`config.mk`:
```
export PLATFORM = sky130hd
export DESIGN_NAME = banked_mem_ctrl
export DESIGN_NICKNAME = d
export VERILOG_FILES = /design/src/rtl/banked_mem_ctrl.sv
export SDC_FILE = /design/constraint.sdc
export NUM_CORES = 1
export LEC_CHECK = 0
export CAP_MARGIN = 10
export CORE_ASPECT_RATIO = 1.1
export CORE_MARGIN = 2
export CORE_UTILIZATION = 35
export CTS_CLUSTER_SIZE = 12
export DETAILED_ROUTE_END_ITERATION = 7
export PLACE_DENSITY = 0.56
export SYNTH_ARGS = -nofsm -noshare
export SYNTH_HDL_FRONTEND = slang
export SYNTH_SLANG_ARGS = --single-unit
```
`constraint.sdc`:
```
create_clock -name clk -period 5.4 [get_ports clk]
set_input_delay 1.08 -clock clk [delete_from_list [all_inputs] [get_ports clk]]
set_output_delay 1.08 -clock clk [all_outputs]
set_load 0.1 [all_outputs]
```
`src/rtl/banked_mem_ctrl.sv`:
```
// Word/half-word memory controller with req/ack handshake, programmable wait states,
// misalignment error and a post-reset init sequencer that clears the array and loads boot words.
module banked_mem_ctrl #(
    parameter int unsigned    DW       = 16,
    parameter int unsigned    AW       = 6,
    parameter int unsigned    WAIT_ST  = 1,
    parameter bit             SIGN_EXT = 1'b1,
    parameter logic [DW-1:0]  BOOT0    = DW'(16'h02F0),
    parameter logic [DW-1:0]  BOOT1    = DW'(16'h22E8),
    parameter logic [DW-1:0]  BOOT2    = DW'(16'h02E2)
) (
    input  logic          clk,
    input  logic          proc_rst,
    input  logic          req,
    input  logic          we,
    input  logic          lane,
    input  logic [AW-1:0] addr,
    input  logic [DW-1:0] wdata,
    output logic [DW-1:0] rdata,
    output logic          ack,
    output logic          err,
    output logic          busy
);

    localparam int unsigned HW    = DW / 2;
    localparam int unsigned IW    = AW - 1;
    localparam int unsigned DEPTH = 2 ** IW;
    localparam int unsigned CW    = 4;

    typedef enum logic [1:0] {S_INIT, S_IDLE, S_WAIT, S_RESP} state_t;

    state_t        state;
    logic [IW-1:0] idx;
    logic [CW-1:0] cnt;
    logic          l_we;
    logic          l_lane;
    logic [AW-1:0] l_addr;
    logic [DW-1:0] l_wdata;
    logic [DW-1:0] mem [DEPTH];

    logic          a_we;
    logic          a_lane;
    logic [AW-1:0] a_addr;
    logic [DW-1:0] a_wdata;
    logic [IW-1:0] a_word;
    logic [DW-1:0] a_cur;
    logic [HW-1:0] a_half;
    logic [DW-1:0] a_ext;
    logic [DW-1:0] a_lane_wr;
    logic          do_access;
    logic [DW-1:0] boot_val;

    // With zero wait states the access happens on the accepting edge, so use live inputs in IDLE.
    always_comb begin
        a_we    = l_we;
        a_lane  = l_lane;
        a_addr  = l_addr;
        a_wdata = l_wdata;
        if (state == S_IDLE) begin
            a_we    = we;
            a_lane  = lane;
            a_addr  = addr;
            a_wdata = wdata;
        end
        a_word    = a_addr[AW-1:1];
        a_cur     = mem[a_word];
        a_half    = a_addr[0] ? a_cur[DW-1:HW] : a_cur[HW-1:0];
        a_ext     = SIGN_EXT ? {{HW{a_half[HW-1]}}, a_half} : {{HW{1'b0}}, a_half};
        a_lane_wr = a_addr[0] ? {a_wdata[HW-1:0], a_cur[HW-1:0]}
                              : {a_cur[DW-1:HW], a_wdata[HW-1:0]};
        do_access = ((state == S_IDLE) && req && (WAIT_ST == 0)) ||
                    ((state == S_WAIT) && (cnt == CW'(1)));
    end

    always_comb begin
        boot_val = '0;
        case (idx)
            IW'(0):  boot_val = BOOT0;
            IW'(1):  boot_val = BOOT1;
            IW'(2):  boot_val = BOOT2;
            default: boot_val = '0;
        endcase
    end

    always_ff @(posedge clk) begin
        if (proc_rst) begin
            state <= S_INIT;
            idx   <= '0;
            cnt   <= '0;
            ack   <= 1'b0;
            err   <= 1'b0;
            rdata <= '0;
            busy  <= 1'b1;
        end else begin
            ack <= 1'b0;
            err <= 1'b0;
            case (state)
                S_INIT: begin
                    mem[idx] <= boot_val;
                    idx      <= idx + IW'(1);
                    if (idx == IW'(DEPTH - 1)) begin
                        state <= S_IDLE;
                        busy  <= 1'b0;
                    end
                end
                S_IDLE: begin
                    if (req) begin
                        l_we    <= we;
                        l_lane  <= lane;
                        l_addr  <= addr;
                        l_wdata <= wdata;
                        busy    <= 1'b1;
                        if (WAIT_ST == 0) begin
                            state <= S_RESP;
                        end else begin
                            state <= S_WAIT;
                            cnt   <= CW'(WAIT_ST);
                        end
                    end
                end
                S_WAIT: begin
                    cnt <= cnt - CW'(1);
                    if (cnt == CW'(1)) state <= S_RESP;
                end
                S_RESP: begin
                    state <= S_IDLE;
                    busy  <= 1'b0;
                end
            endcase
            // Misaligned word accesses neither write nor return data.
            if (do_access) begin
                ack   <= 1'b1;
                rdata <= '0;
                if (!a_lane && a_addr[0]) begin
                    err <= 1'b1;
                end else if (a_we) begin
                    mem[a_word] <= a_lane ? a_lane_wr : a_wdata;
                end else begin
                    rdata <= a_lane ? a_ext : a_cur;
                end
            end
        end
    end

endmodule

```
==> metrics, run 1 <==
largest net degree at the start of global routing 61; slowest stage cell, crit path and3b_1; nature of the critical path endpoint register; f_max 234 MHz; CP cell instances inv_1 > ha_1 > nor4bb_1 > and2_1 > and3b_1 > a31oi_1 > nor2_1 > buf_4; leakage power total 0.00931 uW; Critical Path Fanout Max 19; gr usage total 0.202; synth warn 0; worst slew pin tran 1.31 ns; total CTS buffers 57; Antenna Cells 0; Pwr per Cell Area 346 nW/um^2; Pins Over Slew Limit 0; CTS Root Cell clkbuf_16; first-pass GRT wire length 100 mm; RSZ-0062 raised after global routing false; synth unique cells 71; Avg WL per Cell 28.0 microns; Clock Pin Slew Worst Setup and Hold Paths 0.06 ns; max-cap check violation count 0; pre-CTS setup slack 0.459 ns; Ports 46; Tmin final 4.28 ns; Finished Layout Cells 2481; post_cts resized 0; Synth area leaders edfxtp_1 69%, mux4_2 8.8%, dfxtp_1 2.6%, nand2_1 2.1%, mux2i_1 1.7%; leading cell types in the layout, fill and taps excluded 536 x edfxtp_1, 131 x nand2_1, 102 x buf_4; DRC 0; post-synth top area cell edfxtp_1; Die X 251 microns; Async SR Flop Fraction 0; commonest non-fill, non-tap cell in the layout edfxtp_1; final setup fails 0; status completed; CTS tree yes; relative slew slack 0.119; Placement Rows 99; Synth top area share 0.687; Area Growth Syn to Fin 16.3%; CP top delay family simple AND/OR/NAND/NOR gates; DR vias 14300; hold_buf cts 0; vias per std cell 5.76; total grt overflow 0; Max VDD drop 0.000238 V; HPWL Detailed 44.5 mm; Initial Utilization 0.353; H-tree depth 2; Core Footprint 66300 sq um; Switching Power 2160 uW; initial DRC count 1612; Final Cell Area 27200 sq um; WHS 0.465 ns; Die ar. 69000 sq um; worst hold path class reg -> reg; Final Skew 0.0438 ns; routability cong. 0.945; layout cells sized above 1 0.188; CTS sink cnt 566; postcts setup bufs 0; nets 1621; sequential power share 0.528; CP Class reg -> reg; Final Hold Fails 0; clock share of power 0.390; Antenna Nets Post-Route 0; post-synthesis sequential area ratio 0.713; Mean Syn Cell Area 16.1 sq um; worst skew pair latency 0.63 ns; crit path DAT 4.55 ns; vias in the first global route 14100; data required time at the worst endpoint 5.67 ns; CTS max path bufs 3; Tcrit/Tclk final 0.793; switching share of total power 0.229; initial antenna violation count 0; 1st-pass router iterations 6; I/O Buffers 45; placed insts 2380; Die Y-Extent 275 microns; P_int 7280 uW; syn nets 1490; startpoint types register; Mapped Cells 1451; Critical path buffers and inverters 2; flops & latches, synth 566; post-synthesis cell area 23400 sq um; Post-synth top flop edfxtp_1; Post-synth EDFFs 536; aggregate routed wire length 69.5 mm; Max stage delay on crit path 0.73 ns; Gate power share 0.082; setup ws final 1.12 ns; Post-DP Area 25500 sq um; setup_tns 0 ns
per-layer routing:
metal	wire length (microns)	GRT usage	vias up
met2	32900	0.329	694
met5	0	0	-
met1	27900	0.267	7409
li1	-	-	6040
met4	3110	0.0841	0
met3	5600	0.0372	141
layout make-up:
class                           instances  area, sq um
Clock buffer                           86         1610
Clock inverter                         14          100
Fill cell                            5843        39000
Inverter                               40          150
Multi-Input combinational cell        764         6290
Sequential cell                       566        16700
Tap cell                              858         1070
Timing Repair Buffer                  153         1330
cells in the mapped netlist, drive strengths merged, types with 13 or more instances:
| library cell | instances |
|---|---|
| buf | 49 |
| edfxtp | 536 |
| a22oi | 13 |
| a21oi | 50 |
| o22ai | 19 |
| o211ai | 15 |
| mux2i | 40 |
| nand3 | 34 |
| inv | 40 |
| nor2b | 24 |
| a31oi | 13 |
| nor3 | 13 |
| dfxtp | 30 |
| clkbuf | 32 |
| nand2 | 131 |
| a211oi | 23 |
| mux4 | 93 |
| o21ai | 61 |
| nor2 | 80 |
flip-flops by register name (all words and copies together) (netlist names):
register	count
mem	512
l_wdata	16
rdata	16
l_addr	6
idx	5
cnt	4
state	2
ack	1
busy	1
err	1
l_lane	1
l_we	1
power groups by stage:
stage               clock network (uW)  registers (uW)  logic, uW
global route                      3910            4980        818
floorplan                            0            5070        412
detailed placement                   0            5070        761
global placement                     0            5070        749
CTS                               3760            4980        764
finish                            3680            4980        774
cells by family after synthesis:
family | share of synthesized area
flops | 0.713
simple gates | 0.0643
compound gates | 0.0808
mux | 0.110
buf+inv | 0.0238
fa+ha+maj | 0.00641
xor+xnor | 0.00150
tightest hold or removal path: stages, from the launching register on:
cell and delay (ns):
dfxtp_1 0.33, nand2_1 0.05, o41ai_1 0.05
worst paths after layout:
path	start	end	slack, ns	depth (start not counted)
worst min-delay path	rdata[14]	rdata[14]	0.46	2
worst max-delay path	state[0]	mem[4][2]	1.12	8
worst min register to register	rdata[14]	rdata[14]	0.46	2
worst max register to register	state[0]	mem[4][2]	1.12	8
stage by stage:
stage / total power, uW / utilization
after detailed placement: 5840 / 0.385
after floorplan: 5490 / -
final: 9440 / 0.411
after CTS: 9500 / 0.411
after global routing: 9710 / 0.411
after global placement: 5820 / 0.385
(Power assumes the default switching activity.)
==> run 2, diff against run 1 <==
- PLACE_DENSITY: 0.56 -> 0.58
- clock period: 5.4 -> 3.83 ns (I/O delays scaled with it)
==> run 2 against run 1 <==
Sequential cell count is the same; clock power grew 41%; via count grew 3.2%; clock skew shrank 0.024 ns; register-to-register slack lost 1.1 ns; non-clock buffer count grew 114; worst setup slack lost 1.1 ns; cell count grew 4.4%; die area is the same; power grew 43%; critical path type unchanged; largest cell class unchanged; largest power group unchanged.
==> metrics, run 2 (synthesis results as in run 1) <==
hold path start rdata[9]; Final Cell Area 28600 sq um (+5.0%); CP Class reg -> reg; final setup fails 0 (unchanged); Largest regs mem x512, l_wdata x16, rdata x16; Core Footprint 66300 sq um (unchanged); Antenna Cells 0 (unchanged); Largest register FFs 512 (unchanged); pre-CTS setup slack -0.670 ns (-1.13 ns); WHS 0.471 ns (+0.00609 ns); 1st-pass router iterations 5 (-1); nets 1736 (+7.1%); commonest non-fill, non-tap cell in the layout edfxtp_1; Setup crit start state[1]; met2 wire length 34.7 mm (+5.2%); metal3 WL 5.17 mm (-7.5%); vias per std cell 5.69 (-1.2%); data required time at the worst endpoint 4.18 ns (-1.49 ns); CTS max path bufs 3 (unchanged); Antenna Nets Post-Route 0 (unchanged); Placement Rows 99 (unchanged); Ports 46 (unchanged); CTS Root Cell clkbuf_16; worst hold path class reg -> reg; Tmin final 3.77 ns (-0.510 ns); Clock Pin Slew Worst Setup and Hold Paths 0.06 ns (about the same); initial antenna violation count 1 (+1); vias in the first global route 14600 (+3.5%); # fillers 5790 (-0.91%); Area Growth Syn to Fin 22.1%; Die ar. 69000 sq um (unchanged); RSZ-0062 raised after global routing false; Die Y-Extent 275 microns (unchanged); M1 WL 28.2 mm (+0.92%); area of the multi-input gates 6320 sq um (+0.40%); layout cells sized above 1 0.242 (+0.0544); DR vias 14700 (+3.2%); Post-DP Area 26900 sq um (+5.2%); R2R Path Start state[1]; H-tree depth 2 (unchanged); Tcrit/Tclk final 0.985 (+0.192); Final Skew 0.0195 ns (-0.0243 ns); Pwr per Cell Area 473 nW/um^2 (+36%); crit path DAT 4.12 ns (-0.43 ns); relative slew slack 0.157 (+0.0388); f_max 265 MHz (+14%); DRC 0 (unchanged); hold_buf cts 0 (unchanged); initial DRC count 1591 (-1.3%); DR top layer met4; aggregate routed wire length 71.3 mm (+2.5%); worst skew pair latency 0.62 ns (about the same); CTS tree yes; I/O Buffers 45 (unchanged); total grt overflow 0 (unchanged); worst slew pin tran 1.25 ns (-0.0577 ns); Core Util, Final 0.432 (+0.0205); nature of the critical path endpoint register; total CTS buffers 58 (+1.8%); startpoint types register; Final Hold Fails 0 (unchanged); leakage power total 0.0100 uW (+7.5%); first-pass GRT wire length 104 mm (+3.1%); Reg with most FFs mem; max-cap check violation count 0 (unchanged); status completed; Avg WL per Cell 27.5 microns (-1.9%); Initial Utilization 0.353 (unchanged); gr usage total 0.208 (+0.00654); Die X 251 microns (unchanged); routability cong. 0.923 (-2.3%); CTS sink cnt 566 (unchanged); Critical Path Fanout Max 32 (+13); Reg area 16700 sq um (unchanged); HPWL Detailed 47.7 mm (+7.2%); Pins Over Slew Limit 0 (unchanged); largest net degree at the start of global routing 36 (-41%); setup ws final 0.0579 ns (-1.06 ns); Max VDD drop 0.000378 V (+59%); leading cell types in the layout, fill and taps excluded 536 x edfxtp_1, 177 x buf_4, 131 x nand2_1
-- run 2: changes by cell type in the layout (fill, tap and decap cells not counted), sizes merged --
cell    previous run  this run
buf              108       222
clkbuf            86        79
clkinv            12        14
inv               40        41
-- run 2: worst max-delay path: stages, from the launching register on --
cell and delay [ns]:
dfxtp_1 0.34, inv_1 0.14, ha_4 0.30, mux2_8 0.49, buf_12 0.19, buf_4 0.15, mux4_2 0.42, and3_1 0.21
a31oi_4 0.28, and4bb_2 0.42, a31oi_1 0.12, o21a_1 0.21, buf_12 0.17
-- run 2: routing by layer --
metal  global-route usage  vias up
met2                0.351      695
li1                     -     6275
met4               0.0966        0
met1                0.266     7620
met5                    0        -
met3               0.0314      148
-- run 2: power by group --
group          total, uW  internal (uW)  switching, uW
Sequential          7020           6990           28.3
Combinational       1300            480            816
Clock               5200           2920           2290
Total              13500          10400           3130
-- run 2: path summary, 6_finish.rpt --
kind,to,depth (start not counted),slack (ns)
hold / removal,rdata[9],2,0.47
hold reg to reg,rdata[9],2,0.47
setup / recovery,mem[19][14],12,0.06
setup reg to reg,mem[19][14],12,0.06
-- run 2: final cells by class --
class | instances | area share
timing repair buffer | 267 | 0.0934
multi-input combinational | 764 | 0.221
clock inverter | 17 | 0.00402
sequential | 566 | 0.584
inverter | 40 | 0.00525
tap | 858 | 0.0375
clock buffer | 79 | 0.0553
-- run 2: timing repair --
action | CTS | global route
gates resized for setup | 5 | 3
endpoints found under the setup margin | 37 | 75
buffers inserted | 0 | 0
-- run 2: stage by stage --
| step | total power, uW | setup TNS [ns] | instances |
|---|---|---|---|
| after global placement | 8410 | -47.55 | 2495 |
| after global routing | 13900 | 0 | 2591 |
| after floorplan | 7740 | 0 | 1451 |
| after detailed placement | 8430 | -50.29 | 2495 |
| final | 13500 | 0 | 2591 |
| after CTS | 13600 | 0 | 2591 |
==> run 3, diff against run 2 <==
==> constraint.sdc (replaced) <==
create_clock -name clk -period 3.83 [get_ports clk]
set_input_delay 0.5745 -clock clk [delete_from_list [all_inputs] [get_ports clk]]
set_output_delay 0.5745 -clock clk [all_outputs]
set_load 0.1 [all_outputs]
==> run 3 against run 2 <==
Power shrank 0.17%; register-to-register slack is essentially flat; design area shrank 1.6%; clock power grew 0.8%; die area is the same; maximum frequency grew 0.16%; cell count shrank 1.8%; utilization shrank 0.69 points; sequential cell count is the same; non-clock buffer count shrank 49; worst setup slack gained 0.0059 ns.
==> metrics, run 3 (synthesis results as in run 1) <==
status completed; Die X 251 microns (unchanged); CTS tree yes; H-tree depth 2 (unchanged); Largest regs mem x512, l_wdata x16, rdata x16; Worst R2R End mem[18][14]; Tmin final 3.77 ns (-0.00593 ns); initial antenna violation count 1 (unchanged); postcts setup bufs 0 (unchanged); setup ws final 0.0639 ns (+0.00593 ns); hold path cells 2 (unchanged); worst skew pair latency 0.64 ns (+0.02 ns); CTS sink cnt 566 (unchanged); Reg area 16700 sq um (unchanged); # fillers 5879 (+1.5%); total grt overflow 0 (unchanged); RSZ-0062 raised after global routing false; crit path DAT 4.12 ns (about the same); WHS 0.468 ns (-0.00243 ns); leading cell types in the layout, fill and taps excluded 536 x edfxtp_1, 135 x buf_4, 131 x nand2_1; Die ar. 69000 sq um (unchanged); HPWL Detailed 46.2 mm (-3.0%); layout cells sized above 1 0.221 (-0.0217); I/O Buffers 45 (unchanged); worst slew pin tran 1.12 ns (-0.136 ns); gr usage total 0.204 (-0.00388); R2R Path Start state[1]; Reg with most FFs mem; Die Y-Extent 275 microns (unchanged); leakage power total 0.00976 uW (-2.5%); Max VDD drop 0.000350 V (-7.5%); Area Growth Syn to Fin 20.2%; final setup fails 0 (unchanged); largest net degree at the start of global routing 45 (+25%); Final Hold Fails 0 (unchanged); Largest register FFs 512 (unchanged); Pwr per Cell Area 479 nW/um^2 (+1.4%); nature of the critical path endpoint register; end of the worst hold path rdata[5]; Initial Utilization 0.353 (unchanged); Antenna Nets Post-Route 0 (unchanged); Antenna Cells 0 (unchanged); Clock Pin Slew Worst Setup and Hold Paths 0.06 ns (about the same); aggregate routed wire length 70.4 mm (-1.2%); placed insts 2446 (-2.0%); vias in the first global route 14400 (-1.7%); worst hold path class reg -> reg; CP Class reg -> reg; pre-CTS setup slack -0.280 ns (+0.390 ns); worst reg2reg setup slack 0.06 ns (about the same); Core Footprint 66300 sq um (unchanged); Critical Path Fanout Max 32 (unchanged); max-cap check violation count 0 (unchanged); Ports 46 (unchanged); area of the multi-input gates 6290 sq um (-0.34%); CTS Root Cell clkbuf_16; commonest non-fill, non-tap cell in the layout edfxtp_1; Finished Layout Cells 2544 (-1.8%); Avg WL per Cell 27.7 microns (+0.64%); data required time at the worst endpoint 4.18 ns (about the same); Pins Over Slew Limit 0 (unchanged); Final Skew 0.0306 ns (+0.0111 ns); routability cong. 0.928 (+0.49%); startpoint types register; hold_buf cts 0 (unchanged); vias per std cell 5.70 (+0.15%); total CTS buffers 58 (unchanged); DRC 0 (unchanged); Placement Rows 99 (unchanged); 1st-pass router iterations 5 (unchanged); post_cts resized 3 (-2); relative slew slack 0.249 (+0.0917); nets 1687 (-2.8%); Final Total Pwr 13500 uW (-0.17%); CTS max path bufs 3 (unchanged); hold path start rdata[5]; f_max 266 MHz (+0.16%); initial DRC count 1501 (-5.7%); DR vias 14500 (-1.7%); Tcrit/Tclk final 0.983 (-0.00155); first-pass GRT wire length 102 mm (-1.9%); R2R cell count 12 (unchanged)
==> run 3: cell count changes in the layout (fill, tap and decap cells not counted), moves of 2 or more <==
cell / change
buf_12: -6
buf_4: -42
nor4_2: -2
clkinv_1: -3
nor4_1: +2
clkinv_2: +6
==> run 3: cell type report <==
type,instances,area share
Clock buffer,79,0.0558
Tap cell,858,0.0381
Multi-Input combinational cell,764,0.224
Clock inverter,19,0.00489
Timing Repair Buffer,218,0.0790
Sequential cell,566,0.593
Inverter,40,0.00533
==> run 3: metal layers <==
metal	wire length, microns	up-vias	part of all wire	track usage
met1	27900	7528	0.40	0.264
li1	-	6159	-	-
met4	2900	0	0.041	0.0908
met3	5420	144	0.077	0.0321
met5	0	-	0	0
met2	34200	661	0.48	0.343
==> run 3: how the worst max path moves through the flow <==
stage	endpoint	from	depth (start not counted)	slack (ns)
floorplan	mem[0][10]	state[1]	13	0.06
global placement	mem[22][14]	addr[1]	10	-0.27
detailed placement	mem[20][14]	addr[1]	10	-0.28
CTS	mem[18][14]	state[1]	11	0.10
global route	mem[18][14]	state[1]	12	0.02
finish	mem[18][14]	state[1]	12	0.06
==> run 3: metrics by stage <==
step | utilization | TNS [ns] | area [sq um]
floorplan | - | 0 | 23400
global placement | 0.399 | -8.53 | 26400
detailed placement | 0.399 | -9.88 | 26400
CTS | 0.425 | 0 | 28100
global route | 0.425 | 0 | 28100
finish | 0.425 | 0 | 28100
==> run 3: report_power, final <==
part           leakage [uW]  switching, uW  internal, uW
combinational       0.00327            802           437
clock              0.000845           2320          2920
sequential          0.00565           28.1          6990
total               0.00976           3150         10300
==> run 3: worst max-delay path: stages (launching register included) <==
cell      delay [ns]
dfxtp_1         0.34
inv_1           0.14
ha_4            0.29
buf_4           0.20
mux2_2          0.50
buf_4           0.33
nand2_1         0.13
nand3_1         0.11
a31oi_2         0.39
and4bb_1        0.47
a31oi_1         0.13
o21a_1          0.22
buf_12          0.18
